===== config.mk =====
export PLATFORM = sky130hd
export DESIGN_NAME = apb_arbiter_flat
export DESIGN_NICKNAME = d
export VERILOG_FILES = /design/src/rtl/apb_arbiter_if.sv /design/src/rtl/apb_arbiter.sv /design/src/flat_wrapper.sv
export SDC_FILE = /design/constraint.sdc
export NUM_CORES = 1
export LEC_CHECK = 0
export ABC_CLOCK_PERIOD_IN_PS = 5800
export CAP_MARGIN = 30
export CORE_MARGIN = 10
export CORE_UTILIZATION = 37
export CTS_CLUSTER_SIZE = 40
export DETAILED_ROUTE_END_ITERATION = 7
export HOLD_SLACK_MARGIN = 0.06
export PLACE_DENSITY = 0.77
export SYNTH_ARGS = -nofsm -noshare
export SYNTH_HDL_FRONTEND = slang
export SYNTH_SLANG_ARGS = --single-unit

===== constraint.sdc =====
create_clock -name clk -period 5.8 [get_ports clk]
set_input_delay 1.45 -clock clk [delete_from_list [all_inputs] [get_ports clk]]
set_output_delay 1.45 -clock clk [all_outputs]
set_load 0.01 [all_outputs]

===== src/rtl/apb_arbiter_if.sv =====
// apb_arbiter_if
//   Bundles the signals around the two-requester APB arbiter.
//   Requester side: req/addr/wdata/wr/dsize in, done/err/rdata out (x2).
//   APB side: psel/penable/pwrite/paddr/pwdata/pstrb out, prdata/pready/pslverr in.
//   owner: index of the current or last granted requester.
//   modport master : the arbiter (it masters the APB port).
//   modport slave  : the environment (requesters plus APB slave).
interface apb_arbiter_if;
  logic        req0;
  logic [31:0] addr0;
  logic [31:0] wdata0;
  logic        wr0;
  logic [3:0]  dsize0;
  logic        done0;
  logic        err0;
  logic [31:0] rdata0;

  logic        req1;
  logic [31:0] addr1;
  logic [31:0] wdata1;
  logic        wr1;
  logic [3:0]  dsize1;
  logic        done1;
  logic        err1;
  logic [31:0] rdata1;

  logic        psel;
  logic        penable;
  logic        pwrite;
  logic [31:0] paddr;
  logic [31:0] pwdata;
  logic [3:0]  pstrb;
  logic [31:0] prdata;
  logic        pready;
  logic        pslverr;
  logic        owner;

  modport master (
    input  req0, addr0, wdata0, wr0, dsize0,
    output done0, err0, rdata0,
    input  req1, addr1, wdata1, wr1, dsize1,
    output done1, err1, rdata1,
    output psel, penable, pwrite, paddr, pwdata, pstrb, owner,
    input  prdata, pready, pslverr
  );

  modport slave (
    output req0, addr0, wdata0, wr0, dsize0,
    input  done0, err0, rdata0,
    output req1, addr1, wdata1, wr1, dsize1,
    input  done1, err1, rdata1,
    input  psel, penable, pwrite, paddr, pwdata, pstrb, owner,
    output prdata, pready, pslverr
  );
endinterface


===== src/rtl/apb_arbiter.sv =====
// apb_arbiter
//   Round-robin arbiter and APB SETUP/ACCESS sequencer for two requesters
//   (0: core load/store/fetch, 1: debug/DMA) sharing one APB master port.
//   A bounded wait-state timeout forces an error completion when the slave
//   holds pready low for TIMEOUT ACCESS cycles (TIMEOUT=0 disables it).
//   Ports:
//     clk : system clock, rising edge
//     rts : asynchronous active-high reset
//     bus : apb_arbiter_if.master, requester and APB signals
//   Parameters:
//     TO_BITS : width of the wait-state counter (must hold TIMEOUT-1)
//     TIMEOUT : ACCESS cycles allowed with pready low, 0 = no timeout
module apb_arbiter #(
  parameter int unsigned TO_BITS = 10,
  parameter int unsigned TIMEOUT = 1000
) (
  input logic           clk,
  input logic           rts,
  apb_arbiter_if.master bus
);

  typedef enum logic [1:0] {
    IDLE   = 2'd0,
    SETUP  = 2'd1,
    ACCESS = 2'd2
  } state_e;

  localparam bit               TO_EN   = (TIMEOUT != 0);
  localparam logic [TO_BITS-1:0] TO_LAST = TO_EN ? TO_BITS'(TIMEOUT - 1) : '0;
  localparam logic [TO_BITS-1:0] CNT_MAX = '1;

  state_e              state_q;
  logic [TO_BITS-1:0]  cnt_q;
  logic                last_q;
  logic                owner_q;
  logic                psel_q, penable_q, pwrite_q;
  logic [31:0]         paddr_q, pwdata_q;
  logic [3:0]          pstrb_q;
  logic                done0_q, done1_q, err0_q, err1_q;
  logic [31:0]         rdata0_q, rdata1_q;

  logic                elig0, elig1;
  logic                grant_d;
  logic [31:0]         addr_d, wdata_d;
  logic                wr_d;
  logic [3:0]          dsize_d;
  logic                timeout_hit;
  logic                cpl_err_d;
  logic [31:0]         cpl_rdata_d;
  logic [TO_BITS-1:0]  cnt_d;

  // A requester is masked during its own done cycle so a held req re-issues
  // one cycle later instead of being granted twice for one transfer.
  assign elig0   = bus.req0 & ~done0_q;
  assign elig1   = bus.req1 & ~done1_q;
  assign grant_d = (elig0 & elig1) ? ~last_q : elig1;

  assign timeout_hit = TO_EN && (cnt_q == TO_LAST);
  // Timeout completions always report an error with zero data; writes
  // return zero data on a normal completion too.
  assign cpl_err_d   = bus.pready ? bus.pslverr : 1'b1;
  assign cpl_rdata_d = (bus.pready && !pwrite_q) ? bus.prdata : '0;
  // Saturate rather than wrap so a disabled timeout never aliases back to 0.
  assign cnt_d       = (cnt_q == CNT_MAX) ? cnt_q : cnt_q + TO_BITS'(1);

  // NOTE: every output of an always_comb gets a default before any branch;
  // a path that leaves a signal unassigned would infer a latch.
  always_comb begin
    addr_d  = bus.addr0;
    wdata_d = bus.wdata0;
    wr_d    = bus.wr0;
    dsize_d = bus.dsize0;
    if (grant_d) begin
      addr_d  = bus.addr1;
      wdata_d = bus.wdata1;
      wr_d    = bus.wr1;
      dsize_d = bus.dsize1;
    end
  end

  // NOTE: sequential state uses non-blocking assignments only, so every
  // register samples the pre-edge values regardless of statement order.
  always_ff @(posedge clk or posedge rts) begin
    if (rts) begin
      // NOTE: data registers are reset as well, because every output must
      // read 0 while rts is high; last_q=1 hands the first tie to requester 0.
      state_q   <= IDLE;
      cnt_q     <= '0;
      last_q    <= 1'b1;
      owner_q   <= 1'b0;
      psel_q    <= 1'b0;
      penable_q <= 1'b0;
      pwrite_q  <= 1'b0;
      paddr_q   <= '0;
      pwdata_q  <= '0;
      pstrb_q   <= '0;
      done0_q   <= 1'b0;
      done1_q   <= 1'b0;
      err0_q    <= 1'b0;
      err1_q    <= 1'b0;
      rdata0_q  <= '0;
      rdata1_q  <= '0;
    end else begin
      done0_q <= 1'b0;
      done1_q <= 1'b0;
      err0_q  <= 1'b0;
      err1_q  <= 1'b0;
      case (state_q)
        IDLE: begin
          if (elig0 || elig1) begin
            paddr_q   <= addr_d;
            pwdata_q  <= wdata_d;
            pwrite_q  <= wr_d;
            pstrb_q   <= dsize_d;
            psel_q    <= 1'b1;
            penable_q <= 1'b0;
            owner_q   <= grant_d;
            last_q    <= grant_d;
            state_q   <= SETUP;
          end
        end
        SETUP: begin
          penable_q <= 1'b1;
          cnt_q     <= '0;
          state_q   <= ACCESS;
        end
        ACCESS: begin
          if (bus.pready || timeout_hit) begin
            psel_q    <= 1'b0;
            penable_q <= 1'b0;
            state_q   <= IDLE;
            if (owner_q) begin
              done1_q  <= 1'b1;
              err1_q   <= cpl_err_d;
              rdata1_q <= cpl_rdata_d;
            end else begin
              done0_q  <= 1'b1;
              err0_q   <= cpl_err_d;
              rdata0_q <= cpl_rdata_d;
            end
          end else begin
            cnt_q <= cnt_d;
          end
        end
        default: state_q <= IDLE;
      endcase
    end
  end

  assign bus.psel    = psel_q;
  assign bus.penable = penable_q;
  assign bus.pwrite  = pwrite_q;
  assign bus.paddr   = paddr_q;
  assign bus.pwdata  = pwdata_q;
  assign bus.pstrb   = pstrb_q;
  assign bus.owner   = owner_q;
  assign bus.done0   = done0_q;
  assign bus.err0    = err0_q;
  assign bus.rdata0  = rdata0_q;
  assign bus.done1   = done1_q;
  assign bus.err1    = err1_q;
  assign bus.rdata1  = rdata1_q;

endmodule


===== src/flat_wrapper.sv =====
// flat-port wrapper written by rule: the top's interface ports become plain ports
module apb_arbiter_flat 
#(
  parameter int unsigned TO_BITS = 10,
  parameter int unsigned TIMEOUT = 1000
)
  (clk, rts, bus_req0, bus_addr0, bus_wdata0, bus_wr0, bus_dsize0, bus_done0, bus_err0, bus_rdata0, bus_req1, bus_addr1, bus_wdata1, bus_wr1, bus_dsize1, bus_done1, bus_err1, bus_rdata1, bus_psel, bus_penable, bus_pwrite, bus_paddr, bus_pwdata, bus_pstrb, bus_owner, bus_prdata, bus_pready, bus_pslverr);
  apb_arbiter_if bus_i ();
  input logic clk;
  input logic rts;
  input wire logic [$bits(bus_i.req0)-1:0] bus_req0;
  input wire logic [$bits(bus_i.addr0)-1:0] bus_addr0;
  input wire logic [$bits(bus_i.wdata0)-1:0] bus_wdata0;
  input wire logic [$bits(bus_i.wr0)-1:0] bus_wr0;
  input wire logic [$bits(bus_i.dsize0)-1:0] bus_dsize0;
  output wire logic [$bits(bus_i.done0)-1:0] bus_done0;
  output wire logic [$bits(bus_i.err0)-1:0] bus_err0;
  output wire logic [$bits(bus_i.rdata0)-1:0] bus_rdata0;
  input wire logic [$bits(bus_i.req1)-1:0] bus_req1;
  input wire logic [$bits(bus_i.addr1)-1:0] bus_addr1;
  input wire logic [$bits(bus_i.wdata1)-1:0] bus_wdata1;
  input wire logic [$bits(bus_i.wr1)-1:0] bus_wr1;
  input wire logic [$bits(bus_i.dsize1)-1:0] bus_dsize1;
  output wire logic [$bits(bus_i.done1)-1:0] bus_done1;
  output wire logic [$bits(bus_i.err1)-1:0] bus_err1;
  output wire logic [$bits(bus_i.rdata1)-1:0] bus_rdata1;
  output wire logic [$bits(bus_i.psel)-1:0] bus_psel;
  output wire logic [$bits(bus_i.penable)-1:0] bus_penable;
  output wire logic [$bits(bus_i.pwrite)-1:0] bus_pwrite;
  output wire logic [$bits(bus_i.paddr)-1:0] bus_paddr;
  output wire logic [$bits(bus_i.pwdata)-1:0] bus_pwdata;
  output wire logic [$bits(bus_i.pstrb)-1:0] bus_pstrb;
  output wire logic [$bits(bus_i.owner)-1:0] bus_owner;
  input wire logic [$bits(bus_i.prdata)-1:0] bus_prdata;
  input wire logic [$bits(bus_i.pready)-1:0] bus_pready;
  input wire logic [$bits(bus_i.pslverr)-1:0] bus_pslverr;
  assign bus_i.req0 = bus_req0;
  assign bus_i.addr0 = bus_addr0;
  assign bus_i.wdata0 = bus_wdata0;
  assign bus_i.wr0 = bus_wr0;
  assign bus_i.dsize0 = bus_dsize0;
  assign bus_done0 = bus_i.done0;
  assign bus_err0 = bus_i.err0;
  assign bus_rdata0 = bus_i.rdata0;
  assign bus_i.req1 = bus_req1;
  assign bus_i.addr1 = bus_addr1;
  assign bus_i.wdata1 = bus_wdata1;
  assign bus_i.wr1 = bus_wr1;
  assign bus_i.dsize1 = bus_dsize1;
  assign bus_done1 = bus_i.done1;
  assign bus_err1 = bus_i.err1;
  assign bus_rdata1 = bus_i.rdata1;
  assign bus_psel = bus_i.psel;
  assign bus_penable = bus_i.penable;
  assign bus_pwrite = bus_i.pwrite;
  assign bus_paddr = bus_i.paddr;
  assign bus_pwdata = bus_i.pwdata;
  assign bus_pstrb = bus_i.pstrb;
  assign bus_owner = bus_i.owner;
  assign bus_i.prdata = bus_prdata;
  assign bus_i.pready = bus_pready;
  assign bus_i.pslverr = bus_pslverr;
  apb_arbiter #(.TO_BITS(TO_BITS), .TIMEOUT(TIMEOUT)) u_core (.clk(clk), .rts(rts), .bus(bus_i));
endmodule

Yosys cells after proc, flatten, opt, wreduce, memory -nomap -nowiden

Cells that the tools add are included.

Multiplexer cells: 30
Div/mod/pow operators: 0
Order comparisons: 0
Shift operators: 0
Equal/unequal tests: 8
Add/subtract/negate cells: 1
Reduce and logical (&&, ||, !) cells: 15
Multipliers: 0
Bitwise logic cells: 7

Operators with widths:

| operator                                                                | count |
|---|---|
| 32-bit 2-to-1 mux                                                       | 3 |
| 10-bit equality test, second input constant                             | 2 |
| 10-bit 2-to-1 mux                                                       | 2 |
| 10-bit one-hot mux with 2 select lines                                  | 1 |
| 1-bit 2-to-1 mux                                                        | 18 |
| 3-bit AND reduction                                                     | 5 |
| 10-bit by 1-bit adder with 10-bit output, second input constant         | 1 |
| 2-bit one-hot mux with 3 select lines                                   | 1 |
| 2-bit 2-to-1 mux                                                        | 2 |
| 4-bit 2-to-1 mux                                                        | 1 |
| 2-bit by 1-bit inequality test with 1-bit output, second input constant | 2 |
| 2-bit inequality test, second input constant                            | 2 |
| 1-bit NOT                                                               | 4 |
| 2-bit AND reduction                                                     | 2 |
| 2-bit nonzero test                                                      | 2 |
| 1-bit bitwise AND                                                       | 3 |
| 1-bit one-hot mux with 3 select lines                                   | 1 |
| 3-bit nonzero test                                                      | 1 |
| 2-bit by 1-bit equality test with 1-bit output, second input constant   | 1 |
| 2-bit equality test, second input constant                              | 1 |
| 2-bit logical NOT                                                       | 1 |
| 1-bit logical OR                                                        | 2 |
| 1-bit one-hot mux with 2 select lines                                   | 1 |
| 1-bit logical AND                                                       | 1 |
| 1-bit logical NOT                                                       | 1 |

RAM bits: 0
Memories kept: 0
Output and inout port bits: 140
Input bits: 176
Memory bits (read-only): 0
Register bits: 153
Bits in latches: 0

Logic depth before layout (Yosys ltp)

Depth in word-level cells: 5
Gate-level depth with buffers: 8
Mapped depth without buffers: 6

Worst setup path before layout

No wires, ideal clock.

Path kind: input to register
From: input port bus_req0
To: register u_core.pwdata_q[10] (netlist: u_core.bus.pwdata[10])
Required time: 5.723 ns
Setup slack: 3.175 ns
Data arrival time: 2.548 ns
Setup time: 0.077 ns
Stages on the path: 7
Path buffers: 3
Cell sequence: nand2b_1 a21bo_2 clkbuf_1 clkbuf_1 clkbuf_1 nand2_1 o21ai_1

Cells in the longest elaborated chain, start to end: 4

RTL lines:

| item                   | RTL line           | source |
|---|---|---|
| start: declaration     | flat_wrapper.sv:11 | `input wire logic [$bits(bus_i.req0)-1:0] bus_req0;` |
| 1-bit bitwise AND (*)  | apb_arbiter.sv:54  | `assign elig0 = bus.req0 & ~done0_q;` |
| 1-bit bitwise AND      | apb_arbiter.sv:56  | `assign grant_d = (elig0 & elig1) ? ~last_q : elig1;` |
| 1-bit 2-to-1 mux       | apb_arbiter.sv:56  |  |
| 32-bit 2-to-1 mux      | apb_arbiter.sv:73  | `if (grant_d) begin` |
| end signal: assignment | apb_arbiter.sv:112 | `pwdata_q <= wdata_d;` |
| end: declaration       | apb_arbiter.sv:37  | `logic [31:0] paddr_q, pwdata_q;` |

Every way passes the cells marked *; elsewhere a longest branch is shown, timed or not.
A chain may end at the register's enable or synchronous reset.

Worst setup path after layout

From: input port bus_req0
To: register u_core.paddr_q[20] (netlist: u_core.bus.paddr[20])

Cells in the longest elaborated chain, start to end: 4

RTL lines:

| item                   | RTL line           | source |
|---|---|---|
| 1-bit bitwise AND (*)  | apb_arbiter.sv:54  |  |
| 1-bit bitwise AND      | apb_arbiter.sv:56  |  |
| 1-bit 2-to-1 mux       | apb_arbiter.sv:56  |  |
| 32-bit 2-to-1 mux      | apb_arbiter.sv:73  |  |
| end signal: assignment | apb_arbiter.sv:111 | `paddr_q <= addr_d;` |
| end: declaration       | apb_arbiter.sv:37  |  |

Marked as above.

==> flow_summary.ini <==
[run_status]
outcome = finished, final reports clean

[hold_path]
holdPathEnd = u_core.bus.pwdata[4]
whs_path_depth = 2
hold_class = reg -> reg
worstHoldStart = u_core.bus.pwdata[4]

[setup_path]
crit_path_end_kind = flip-flop
criticalPathCategory = in -> reg
r2r_slack_ns = 3.51
r2r_end = u_core.bus.paddr[20]
start_kind = primary input
r2r_cells = 5
rr_startpoint = u_core.bus.done0
path_max_fanout = 23
cp.required_ns = 6.09
arrival_ns = 3.63

[floorplanning]
die_area_mm2 = 0.0234
pin_count = 316
core_area_mm2 = 0.0173
placementRows = 48
die_y_um = 153
die_w_um = 153
start_util = 0.377

[timing]
final-setup-viol-count = 0
relSlewSlack = 0.382
finalMaxSlewViolations = 0
skew_ns = 0.00945
worst_slew_pin_slew_ns = 0.921
max_freq_mhz = 300
hold_violations = 0
rsz0062_at_grt = false
finalCriticalPeriod_ns = 3.34
fin_crit_sh = 0.575
timing.setup.tns_ns = 0

[grt]
busiest_layer = met2
grt_start_max_net_pins = 102
met2_usage = 0.329
grt_pass1_wl_um = 35900
grtUsageMet3 = 0.0934
overflow = 0
grt_pass1_vias = 6114
grt_util_all_layers = 0.194
grt_antenna_before_repair = 2
gr-usage-met1 = 0.211

[power]
p_per_area_mw_per_mm2 = 497
p_leak_nw = 4.72
ir_worst_vdd_v = 0.000288
total_power_mw = 5.21

[clocking]
cts-buffers-inserted = 17
clock_latency_ns = 0.43
cts.reportedPaths.clkPinSlew_ns = 0.06
cts_tree = built
cts-root-buf = clkbuf_16
clock_path_buffers = 2
htree_num_levels = 4
cts_setup_buffers = 0
ctsHoldBuffers = 0
cts_resized = 0
cts_sinks = 153

[yosys]
yosysWarnings = 0
syn-num-nets = 748
synthFlopType = dfrtp_1
ys_seq_area_frac = 0.587
synth_cell_types = 46
yosysTopAreaCellShare = 0.583
syn_inst = 566
async_reset_ff_frac = 1.00
netlist_area_mm2 = 0.00653
synth.area.top_cells = dfrtp_1 (58%), mux2i_1 (11%), a22o_1 (8.6%)
synth_edf_count = 0
yosysTopAreaCell = dfrtp_1
synth.ff_latch_count = 153
avgSynthCellArea_um2 = 11.5

[cells_and_area]
syn_to_final_growth_pct = 60.5
fin_cells = 1109
fin_nets = 1051
post-route-util = 0.606
drive_gt1_frac = 0.0601

[placement]
place_congestion = 0.837
dpl.cell_count = 1075
port-buffer-count = 315
hpwlAfterDp_um = 17700

[drt]
totalWireLength_um = 23200
route.detailed.drc = 0
wl_per_cell_um = 20.9
vias_per_cell = 5.13
ant_nets = 0
drtIter0Drc = 231
drtPass1Iterations = 4
vias = 5687

[job]
cap_viol_max_count = 0
[final cells by class]
cell class                      instances  area, µm²
Fill cell                            1457       6820
Sequential cell                       153       3830
Timing Repair Buffer                  325       3260
Multi-Input combinational cell        361       2490
Clock buffer                           17        425
Tap cell                              225        282
Clock inverter                         15        143
Inverter                               11       46.3
Antenna cell                            2       5.00
[worst max-delay path by stage]
stage | startpoint | endpoint | slack, ns | cells past startpoint
final | bus_req0 | u_core.bus.paddr[20] | 2.46 | 6
after global routing | bus_req0 | u_core.bus.paddr[1] | 2.34 | 6
after CTS | bus_req0 | u_core.bus.paddr[20] | 2.46 | 6
after detailed placement | bus_req0 | u_core.bus.paddr[20] | 2.00 | 6
after global placement | bus_req0 | u_core.bus.paddr[22] | 2.00 | 5
after floorplan | rts | u_core.bus.done0 | 0.23 | 1
[cells by family (layout without fill, tap and decap cells)]
family | count (synthesis) | after routing | synth area share
AO/OA/AOI/OAI | 159 | 159 | 0.169
XOR/XNOR | 1 | 1 | 0.00134
adder cells (fa/ha/maj) | 6 | 6 | 0.0115
buffers and inverters | 52 | 368 | 0.0360
flip-flops | 153 | 153 | 0.587
multiplexers | 72 | 72 | 0.111
other | 0 | 2 | 0
AND/OR/NAND/NOR | 123 | 123 | 0.0842
[state kept, by name, indices dropped and copies added, names as in the netlist]
| signal | cells |
|---|---|
| u_core.bus.err0 | 1 |
| u_core.bus.psel | 1 |
| u_core.bus.paddr | 32 |
| u_core.state_q | 2 |
| u_core.bus.rdata0 | 32 |
| u_core.bus.pwdata | 32 |
| u_core.bus.rdata1 | 32 |
| u_core.bus.err1 | 1 |
| u_core.bus.done1 | 1 |
| u_core.bus.pwrite | 1 |
| u_core.bus.done0 | 1 |
| u_core.cnt_q | 10 |
| u_core.bus.pstrb | 4 |
| u_core.bus.penable | 1 |
| u_core.bus.owner | 1 |
| u_core.last_q | 1 |
[metal layers]
metal | part of all wire | routed length (µm)
met1 | 0.38 | 8870
met2 | 0.49 | 11400
met3 | 0.11 | 2480
met4 | 0.016 | 365
met5 | 0 | 0
[Yosys cell counts (2+ instances only)]
| cell type | number |
|---|---|
| clkbuf_1 | 24 |
| mux2i_1 | 69 |
| nand2b_1 | 4 |
| o211ai_1 | 4 |
| ha_1 | 6 |
| mux2_2 | 3 |
| dfrtp_1 | 152 |
| or3_1 | 2 |
| o311ai_0 | 2 |
| o21ai_0 | 53 |
| o21ai_1 | 20 |
| nand3_1 | 10 |
| a22o_1 | 64 |
| buf_6 | 3 |
| nor3_1 | 3 |
| inv_1 | 11 |
| and3_1 | 4 |
| nand4_1 | 2 |
| buf_2 | 14 |
| nand3b_1 | 2 |
| nand2_1 | 83 |
| or4_1 | 3 |
| nor2_1 | 4 |
| a21oi_1 | 2 |
[power breakdown]
group | total [mW] | internal (mW) | switching [mW] | leakage (nW)
Clock | 1.08 | 0.599 | 0.479 | 0.269
Sequential | 1.82 | 1.54 | 0.280 | 1.94
Combinational | 2.31 | 1.27 | 1.04 | 2.51
[cell usage in the layout, fill, tap and decap left out, types with 3 or more instances in the layout]
cell / synthesis / routed
a22o_1: 64 / 64
and3_1: 4 / 4
clkdlybuf4s50_1: 0 / 315
clkbuf_16: 0 / 17
clkinv_4: 0 / 3
or4_1: 3 / 3
o21ai_1: 20 / 20
clkinvlp_4: 0 / 4
mux2_2: 3 / 3
nand3_1: 10 / 10
o21ai_0: 53 / 53
ha_1: 6 / 6
mux2i_1: 69 / 69
nand2_1: 83 / 83
nor2_1: 4 / 3
buf_4: 0 / 8
o211ai_1: 4 / 4
inv_6: 0 / 5
nand2b_1: 4 / 4
inv_1: 11 / 10
dfrtp_1: 152 / 152
[stage by stage]
stage          instance area, µm²  setup slack [ns]  hold WS [ns]
4_1_cts                     10500              2.46         0.484
2_1_floorplan                6530             0.230         0.461
3_5_place_dp                 9900              2.00         0.469
3_3_place_gp                 9880              2.00         0.461
5_1_grt                     10500              2.34         0.503
6_report                    10500              2.46         0.478
[worst max-delay path, cell delays in order]
cell,delay [ns]
clkdlybuf4s50_1,0.48
nand2b_1,0.20
o21bai_4,0.65
buf_4,0.50
mux2i_1,0.25
o21ai_0,0.09
No activity file was read; power rests on OpenSTA's default activity.
